File: src/rtl/axis_upsize_rr_arbiter.sv
// Packet-level round-robin arbiter feeding one shared AXI-stream upsizer.
// One registered output stage; the grant is held until the granted source's tlast beat is accepted.
module axis_upsize_rr_arbiter #(
    parameter int unsigned NUM_SRC = 4,
    parameter int unsigned WIDTH   = 32,
    parameter int unsigned ID_W    = 2
) (
    input  logic                       aclk,
    input  logic                       areset,
    input  logic [NUM_SRC-1:0]         s_axis_tvalid,
    output logic [NUM_SRC-1:0]         s_axis_tready,
    input  logic [NUM_SRC*WIDTH-1:0]   s_axis_tdata,
    input  logic [NUM_SRC-1:0]         s_axis_tlast,
    output logic                       m_axis_tvalid,
    input  logic                       m_axis_tready,
    output logic [WIDTH-1:0]           m_axis_tdata,
    output logic                       m_axis_tlast,
    output logic [ID_W-1:0]            m_axis_tid,
    output logic                       busy
);

    localparam int unsigned IDX_W = (NUM_SRC > 1) ? $clog2(NUM_SRC) : 1;

    typedef enum logic {
        ST_IDLE,
        ST_LOCKED
    } state_t;

    state_t             r_state;
    logic [IDX_W-1:0]   r_grant;
    logic [IDX_W-1:0]   r_last_grant;
    logic               r_busy;
    logic               r_m_tvalid;
    logic               r_m_tlast;
    logic [WIDTH-1:0]   r_m_tdata;
    logic [ID_W-1:0]    r_m_tid;

    logic               w_out_free;
    logic               w_accept;
    logic               w_any_req;
    logic [IDX_W-1:0]   w_next_grant;
    int unsigned        w_idx;
    logic [WIDTH-1:0]   w_sel_data;

    // Search starts just past the previous winner and wraps, giving each source a turn.
    always_comb begin
        w_any_req    = 1'b0;
        w_next_grant = '0;
        w_idx        = 0;
        for (int unsigned k = 1; k <= NUM_SRC; k++) begin
            w_idx = (32'(r_last_grant) + k) % NUM_SRC;
            if (!w_any_req && s_axis_tvalid[IDX_W'(w_idx)]) begin
                w_any_req    = 1'b1;
                w_next_grant = IDX_W'(w_idx);
            end
        end
    end

    assign w_out_free = !r_m_tvalid || m_axis_tready;
    assign w_accept   = (r_state == ST_LOCKED) && s_axis_tvalid[r_grant] && w_out_free;
    assign w_sel_data = s_axis_tdata[r_grant*WIDTH +: WIDTH];

    always_comb begin
        s_axis_tready = '0;
        if (r_state == ST_LOCKED) begin
            s_axis_tready[r_grant] = w_out_free;
        end
    end

    always_ff @(posedge aclk or posedge areset) begin
        if (areset) begin
            r_state      <= ST_IDLE;
            r_grant      <= '0;
            r_last_grant <= IDX_W'(NUM_SRC - 1);
            r_busy       <= 1'b0;
            r_m_tvalid   <= 1'b0;
            r_m_tlast    <= 1'b0;
            r_m_tdata    <= '0;
            r_m_tid      <= '0;
        end else begin
            // A load in the same cycle as an output handshake keeps tvalid high.
            if (w_accept) begin
                r_m_tvalid <= 1'b1;
                r_m_tdata  <= w_sel_data;
                r_m_tlast  <= s_axis_tlast[r_grant];
                r_m_tid    <= ID_W'(r_grant);
            end else if (m_axis_tready) begin
                r_m_tvalid <= 1'b0;
            end

            case (r_state)
                ST_IDLE: begin
                    if (w_any_req) begin
                        r_grant <= w_next_grant;
                        r_state <= ST_LOCKED;
                        r_busy  <= 1'b1;
                    end
                end
                ST_LOCKED: begin
                    if (w_accept && s_axis_tlast[r_grant]) begin
                        r_state      <= ST_IDLE;
                        r_last_grant <= r_grant;
                        r_busy       <= 1'b0;
                    end
                end
                default: r_state <= ST_IDLE;
            endcase
        end
    end

    assign m_axis_tvalid = r_m_tvalid;
    assign m_axis_tdata  = r_m_tdata;
    assign m_axis_tlast  = r_m_tlast;
    assign m_axis_tid    = r_m_tid;
    assign busy          = r_busy;

endmodule
File: config.mk
export PLATFORM = sky130hd
export DESIGN_NAME = axis_upsize_rr_arbiter
export DESIGN_NICKNAME = d
export VERILOG_FILES = /design/src/rtl/axis_upsize_rr_arbiter.sv
export SDC_FILE = /design/constraint.sdc
export NUM_CORES = 1
export LEC_CHECK = 0
export CAP_MARGIN = 20
export CELL_PAD_IN_SITES_DETAIL_PLACEMENT = 1
export CELL_PAD_IN_SITES_GLOBAL_PLACEMENT = 2
export CORE_MARGIN = 2
export CORE_UTILIZATION = 21
export DETAILED_ROUTE_END_ITERATION = 16
export PLACE_DENSITY = 0.9
export SLEW_MARGIN = 20
export SYNTH_ARGS = -nofsm -noshare
export SYNTH_HDL_FRONTEND = slang
export SYNTH_SLANG_ARGS = --single-unit
File: constraint.sdc
create_clock -name aclk -period 2 [get_ports aclk]
set_input_delay 0.4 -clock aclk [delete_from_list [all_inputs] [get_ports aclk]]
set_output_delay 0.4 -clock aclk [all_outputs]
set_load 0.1 [all_outputs]
Word-level counts from Yosys, hierarchy flattened
Cells that the tools add are included.
Widths: inputs -> output; s select.
{"block": "totals", "romBits": 0, "latch_bits": 0, "in_bits": 139, "wordCells": 70, "ff_bits": 42, "ram_bits": 0, "memories": 0}
{"block": "op_classes", "bitwise": 2, "n_reduce_logical": 16, "magnitude_cmp": 6, "shifts": 1, "n_eq_ne": 2, "add_sub_neg": 4, "multipliers": 0, "div": 0, "n_mux": 31}
{"operator": "$shiftx 128x8->32", "n": 1}
{"operator": "$mux 1", "n": 17}
{"operator": "$lt 2x3->1 const B", "n": 5}
{"operator": "$bmux 1 s2", "n": 6}
{"operator": "$mux 2", "n": 4}
{"operator": "$logic_and 1x1->1", "n": 7}
{"operator": "$reduce_and 2->1", "n": 3}
{"operator": "$add 2x1->2 const B", "n": 2}
{"operator": "$add 2x2->2 const B", "n": 2}
{"operator": "$and 4x4->4", "n": 1}
{"operator": "$logic_not 1->1", "n": 4}
{"operator": "$mux 4", "n": 1}
{"operator": "$pmux 1 s2", "n": 2}
{"operator": "$demux 1 s2", "n": 1}
{"operator": "$ge 2x1->1 const B", "n": 1}
{"operator": "$ne 2x1->1 const B", "n": 1}
{"operator": "$ne 2x2->1 const B", "n": 1}
{"operator": "$reduce_bool 2->1", "n": 1}
{"operator": "$logic_or 1x1->1", "n": 1}
{"operator": "$not 1->1", "n": 1}

Longest topological paths before layout
Gate-level depths: netlist (run 1).
{"block": "depth", "word_depth": 15, "mapped_depth": 5, "mapped_depth_nobuf": 3}

Worst setup path after synthesis (run 1)
OpenSTA, ideal clock, no wires.
{"block": "synth_path", "kind": "register -> output", "from": "register r_m_tvalid, in the netlist m_axis_tvalid", "to": "output port s_axis_tready[0]", "n_path_buf": 1, "arrival_time_ps": 3323, "stages_incl_launch_ff": 5, "setup_slack_ps": -1723, "required_time_ps": 1600, "path_cell_list": "dfrtp_1 nand2b_1 clkbuf_1 nand2_1 nor3_1"}
{"block": "synth_via", "elab_chain_len": 4}
{"item": "start: declaration", "line": "33", "rtl": "logic r_m_tvalid;"}
{"item": "start signal: assignment", "line": "76", "rtl": "r_m_tvalid <= 1'b0;"}
{"item": "start signal: assignment", "line": "83", "rtl": "r_m_tvalid <= 1'b1;"}
{"item": "start signal: assignment", "line": "88", "rtl": "r_m_tvalid <= 1'b0;"}
{"item": "$logic_not 1->1", "line": "59", "rtl": "assign w_out_free = !r_m_tvalid || m_axis_tready;"}
{"item": "$logic_or 1x1->1", "line": "59"}
{"item": "$and 4x4->4 (no source line)"}
{"item": "$mux 4", "line": "65", "rtl": "if (r_state == ST_LOCKED) begin"}
{"item": "end: declaration", "line": "11", "rtl": "output logic [NUM_SRC-1:0] s_axis_tready,"}
Every way passes these cells.

Worst setup path in the final report (run 1)
{"block": "layout_path", "from": "input port m_axis_tready", "to": "output port s_axis_tready[1]"}
{"block": "layout_via", "elab_chain_len": 3}
{"item": "start: declaration", "line": "15", "rtl": "input logic m_axis_tready,"}
{"item": "$logic_or 1x1->1", "line": "59"}
{"item": "$and 4x4->4 (no source line)"}
{"item": "$mux 4", "line": "65"}
Every way passes these cells.

==> results of run 1 <==
[routing by layer]
metal / GRT usage / share of wire
met5: 0 / 0
met1: 0.143 / 0.35
met3: 0.0496 / 0.096
met4: 0.0281 / 0.0058
met2: 0.269 / 0.54
[metrics by stage]
| step | total power [mW] | instance area, sq um |
|---|---|---|
| final | 9.32 | 4880 |
| after global routing | 9.75 | 4880 |
| after CTS | 9.43 | 4860 |
| after floorplan | 6.64 | 2640 |
| after detailed placement | 8.49 | 4670 |
| after global placement | 8.36 | 4670 |
[sequential cells by signal (all words and copies together) (netlist names)]
register	flops
m_axis_tdata	32
m_axis_tid	2
r_grant	2
r_last_grant	2
busy	1
m_axis_tlast	1
m_axis_tvalid	1
r_state	1
[final cells by class]
| type | count | area, sq um |
|---|---|---|
| multi-input cells | 106 | 1480 |
| inverters | 3 | 11.3 |
| repair buffers | 198 | 2000 |
| well taps | 147 | 184 |
| clock buffers | 7 | 143 |
| flip-flops and latches | 42 | 1060 |
| clock inverters | 1 | 5.00 |
| fillers | 1268 | 7130 |
[cells in the mapped netlist (all sizes together) (2+ instances only)]
cell,number,share of area
dfrtp,40,0.39
mux2,37,0.16
mux4,34,0.31
buf,10,0.032
nor2,7,0.010
clkbuf,4,0.0058
nand2,4,0.0058
inv,3,0.0044
nand2b,3,0.0073
nand3,3,0.011
dfstp,2,0.020
nor2b,2,0.0048
nor3,2,0.0039
o21a,2,0.0058
o21ai,2,0.0039
[worst paths after layout]
check / endpoint / slack [ns] / from
hold reg to reg: m_axis_tdata[6] / 0.49 / m_axis_tdata[6]
setup reg to reg: r_last_grant[0] / 0.21 / r_grant[0]
max in group asynchronous: m_axis_tdata[10] / 1.01 / areset
min in group aclk: m_axis_tdata[6] / 0.49 / m_axis_tdata[6]
hold / removal: m_axis_tdata[8] / 0.48 / areset
setup / recovery: s_axis_tready[1] / 0.06 / m_axis_tready
[power groups by stage]
stage / clock, mW / sequential, mW / combinational, mW
after floorplan: 0 / 4.36 / 2.28
after global placement: 0 / 1.63 / 6.72
after detailed placement: 0 / 1.65 / 6.83
after CTS: 0.846 / 1.66 / 6.93
after global routing: 0.876 / 1.70 / 7.17
final: 0.811 / 1.64 / 6.87
[logic make-up (layout without fill, tap and decap cells)]
family,count (synthesis),count (layout),synth area share
AO/OA/AOI/OAI,11,11,0.0329
buffers and inverters,17,209,0.0426
flip-flops,42,42,0.408
multiplexers,71,71,0.466
AND/OR/NAND/NOR,24,24,0.0504
[what timing repair did]
item | 4_1_cts | 5_1_grt
resized for setup | 1 | 2
cloned | 1 | 0
endpoints found under the setup margin | 3 | 6
buffers inserted | 0 | 1
pin swaps | 0 | 1
==> flow_summary.yaml, run 1 <==
run_status:
  status: "completed"
logic_synthesis:
  yosys_warnings: 0
  synthCells: 165
  syn_area_sq_um: 2580
  seq_area_frac_synth: 0.408
  synth-async-reset-ratio: 1.00
  synth-edff-count: 0
  ys_seq_elements: 42
  syn_area_per_cell_sq_um: 15.7
  synth.distinct_cells: 32
  synth_ff_type: "dfrtp_1"
  syn_nets: 304
final_layout:
  final_util: 0.406
  layout-drive-gt1-share: 0.356
  area_growth_pct: 88.8
  layout.nets: 495
  mostFrequentLayoutCell: "clkdlybuf4s50_1"
  stdcell_count: 504
  num_antenna_cells: 0
  final_cell_mix: "clkdlybuf4s50_1 (137), buf_4 (48), dfrtp_1 (37)"
placement:
  place_congestion: 0.807
  placed_cells: 494
  dp_hpwl_um: 7480
  numPortBuffers: 179
  dp_worst_setup_slack_ns: -0.240
timing:
  finalSetupViolCount: 0
  finalCriticalPeriod_ns: 1.94
  max_freq_mhz: 515
  rsz0062_at_grt: "false"
  period_share: 0.971
  holdWs_ns: 0.484
  tns_ns: 0
  setup_slack_ns: 0.0587
  tightest_slew_ns: 0.517
  clock_skew_ns: 0.00448
  hold_viol_final: 0
  maxSlewViolCount: 0
  slew_headroom: 0.655
detailed_routing:
  viasPerCell: 4.59
  drt-pass1-iter-count: 4
  wl_per_cell_um: 18.4
  ant_nets: 0
  drc: 0
  finalWirelength_um: 9280
  vias: 2313
  drt_first_iter_violations: 54
pwr:
  p_leak_nw: 1.97
  peakVddDrop_uv: 1040
  switching_power_mw: 5.08
  netSwitchingFraction: 0.545
  intPower_mw: 4.24
  seqPwrFrac: 0.176
  pwr-share-comb: 0.737
  power.share.clock: 0.087
  p_per_area_nw_per_um2: 1910
hold_path:
  worstHoldPathType: "in2async"
setup_path:
  crit_cells: 6
  cp_slowest_stage_delay_ns: 0.45
  required_ns: 1.60
  worstPathArrival_ns: 1.54
  end_kind: "output pin"
  cpMaxStageDelayCell: "clkdlybuf4s50_1"
  r2r_cells: 4
  critical_path_class: "in2out"
  critical_path.top_delay_family: "buffers and inverters"
  cp_cell_sequence: "clkdlybuf4s50_1 > nand2b_4 > buf_4 > nand2_4 > nor3_4 > buf_12"
  crit_path_start_kind: "input port"
  path_max_fanout: 3
  path_buf_inv: 3
floorplan:
  ios: 180
  rows: 40
  die_h_um: 115
  core_sq_um: 12000
  die_w_um: 115
  die-area_sq_um: 13200
  initial_core_util: 0.215
clocking:
  hold_buffers: 0
  ctsHtreeMaxLevel: 2
  cts.sinks: 42
  cts-root-buf: "clkbuf_16"
  cts_tree: "done"
  cts_buffers: 5
  cts.path.max_buffers: 2
  clock_latency_ns: 0.28
  path_clk_slew_ns: 0.06
grt:
  antenna_found_initial: 0
  grt_usage: 0.139
  grt_max_degree: 40
  globalRouteOverflowTotal: 0
  grt_pass1_wl_um: 14100
  grt_pass1_vias: 2682
job:
  drv_cap: 0
Note: power is estimated with default switching activity, not from simulation.
==> inputs of run 2 (changes only) <==
Settings changed: ABC_AREA set to 1, CORE_UTILIZATION 21 to 17, PLACE_DENSITY 0.9 to 0.91.
==> run 2 against run 1 <==
Net effect:
- worst setup slack improved by 0.027 ns
- critical endpoint is now s_axis_tready[0]
- critical path type unchanged
- total power down 2.9%
- core utilization decreased by 8.5 points
- worst hold slack got worse by 0.059 ns
==> flow_summary.yaml, run 2 <==
run_status:
  status: "completed"
setup_path:
  path_max_fanout: 4
  cpMaxStageDelayCell: "clkdlybuf4s50_1"
  required_ns: 1.60
  worstPathArrival_ns: 1.51
  cp_slowest_stage_delay_ns: 0.46
  crit_path_start_kind: "input port"
  cp_cell_sequence: "clkdlybuf4s50_1 > nor2_1 > inv_2 > nand2_4 > nor3_4 > buf_12"
  critical_path_class: "in2out"
  critical_path.top_delay_family: "buffers and inverters"
  path_buf_inv: 3
  end_kind: "output pin"
pwr:
  totalPowerFinal_mw: 9.04
  p_per_area_nw_per_um2: 1860
  p_leak_nw: 2.30
  peakVddDrop_uv: 561
floorplan:
  core_sq_um: 15100
  die_w_um: 128
  die_h_um: 128
  initial_core_util: 0.173
  ios: 180
  rows: 45
  die-area_sq_um: 16400
final_layout:
  ff_latch_area_sq_um: 1060
  layout-drive-gt1-share: 0.151
  final_cell_mix: "nand2_1 (216), clkdlybuf4s50_1 (138), buf_4 (54)"
  largest_register_ff_count: 32
  n_fill_cell: 1853
  layout.nets: 716
  final_util: 0.321
  num_antenna_cells: 0
  mostFrequentLayoutCell: "nand2_1"
  multi_input_area_sq_um: 1430
  area_growth_pct: 85.8
timing:
  clock_skew_ns: 0.00348
  slew_headroom: 0.745
  max_freq_mhz: 522
  finalCriticalPeriod_ns: 1.91
  rsz0062_at_grt: "false"
  finalSetupViolCount: 0
  maxSlewViolCount: 0
  period_share: 0.957
  tightest_slew_ns: 0.381
  hold_viol_final: 0
grt:
  grt_max_degree: 33
  globalRouteOverflowTotal: 0
  antenna_found_initial: 0
  grt_pass1_vias: 3705
  grt_usage: 0.147
  grt_pass1_wl_um: 19000
detailed_routing:
  finalWirelength_um: 11800
  vias: 3307
  drt-pass1-iter-count: 4
  drt_first_iter_violations: 76
  viasPerCell: 4.32
  ant_nets: 0
  drc: 0
  wl_per_cell_um: 15.4
logic_synthesis:
  synth_ff_type: "dfrtp_1"
  ys_seq_elements: 42
  synth-edff-count: 0
  yosys_warnings: 0
  syn_nets: 532
  synth_top_cell_area_share: 0.382
  seq_area_frac_synth: 0.402
  synth_top_cells_by_count: "nand2_1 (217), dfrtp_1 (40), nand3_1 (39)"
  syn_area_sq_um: 2620
  yosysMostFrequentCell: "nand2_1"
  synthCells: 393
  synth_area_leader_cell: "dfrtp_1"
  synth.distinct_cells: 21
  syn_area_per_cell_sq_um: 6.66
  synthTopCellsByArea: "dfrtp_1 (38%), nand2_1 (31%), a22oi_1 (9.7%)"
  synth-async-reset-ratio: 1.00
placement:
  numPortBuffers: 179
  place_congestion: 0.799
  dp_hpwl_um: 9640
clocking:
  ctsHtreeMaxLevel: 2
  cts.path.max_buffers: 2
  ctsResizeCount: 0
  path_clk_slew_ns: 0.06
  cts_buffers: 5
  cts-root-buf: "clkbuf_16"
  cts_tree: "done"
  clock_latency_ns: 0.28
  cts.sinks: 42
  postCtsSetupBuffers: 0
  hold_buffers: 0
hold_path:
  worstHoldPathType: "in2async"
job:
  drv_cap: 0
run 2: cell type report:
| cell class | count | area share |
|---|---|---|
| clock buffer | 7 | 0.0293 |
| clock inverter | 1 | 0.00103 |
| inverter | 18 | 0.0139 |
| multi-input combinational | 311 | 0.294 |
| sequential | 42 | 0.217 |
| tap | 188 | 0.0483 |
| timing repair buffer | 199 | 0.396 |
run 2: per-stage QoR:
stage | cell area, sq um | TNS (ns) | hold WS [ns] | setup slack [ns] | cells
2_1_floorplan | 2670 | -0.218 | 0.490 | -0.116 | 393
3_3_place_gp | 4720 | 0 | 0.466 | 0.0881 | 758
3_5_place_dp | 4720 | 0 | 0.471 | 0.0556 | 758
4_1_cts | 4870 | 0 | 0.435 | 0.0699 | 766
5_1_grt | 4870 | 0 | 0.452 | 0.0370 | 766
6_report | 4870 | 0 | 0.425 | 0.0858 | 766
run 2: routing by layer:
| metal | routed length [um] | track usage |
|---|---|---|
| met5 | 0 | 0 |
| met3 | 633 | 0.0338 |
| met4 | 354 | 0.0530 |
| met2 | 6340 | 0.282 |
| met1 | 4430 | 0.156 |
run 2: worst paths after layout:
path,startpoint,depth (start not counted),end,slack (ns)
max in group asynchronous,areset,3,m_axis_tvalid,1.09
hold / removal,areset,2,busy,0.42
setup / recovery,m_axis_tready,6,s_axis_tready[0],0.09
min in group aclk,m_axis_tdata[20],2,m_axis_tdata[20],0.48
setup reg to reg,r_last_grant[1],11,r_grant[1],0.26
hold reg to reg,m_axis_tdata[20],2,m_axis_tdata[20],0.48
run 2: power by group:
group | switching, mW | leakage, nW | internal [mW] | total (mW)
registers | 0.277 | 0.519 | 1.27 | 1.55
logic | 4.84 | 1.70 | 1.84 | 6.68
clock network | 0.316 | 0.0739 | 0.495 | 0.811
run 2: logic make-up (layout without fill, tap and decap cells):
group	count (synthesis)	after routing	synth area share
buffers and inverters	40	225	0.0698
flip-flops	42	42	0.402
AO/OA/AOI/OAI	39	39	0.107
AND/OR/NAND/NOR	272	272	0.421
run 2: worst reg2reg max path: stages, from the launching register on:
cell	delay, ns
dfstp_2	0.60
inv_1	0.11
nand2_1	0.07
nand2_1	0.09
nand2_1	0.09
nand2_1	0.08
nor2_1	0.15
nand3_1	0.12
nand2_1	0.17
inv_1	0.06
nand2_1	0.06
nand2_1	0.05
==> inputs of run 3 (changes only) <==
Settings changed: SLEW_MARGIN 20 to unset.
==> results of run 3 <==
Final layout, timing and power as in run 2 (identical DEF).
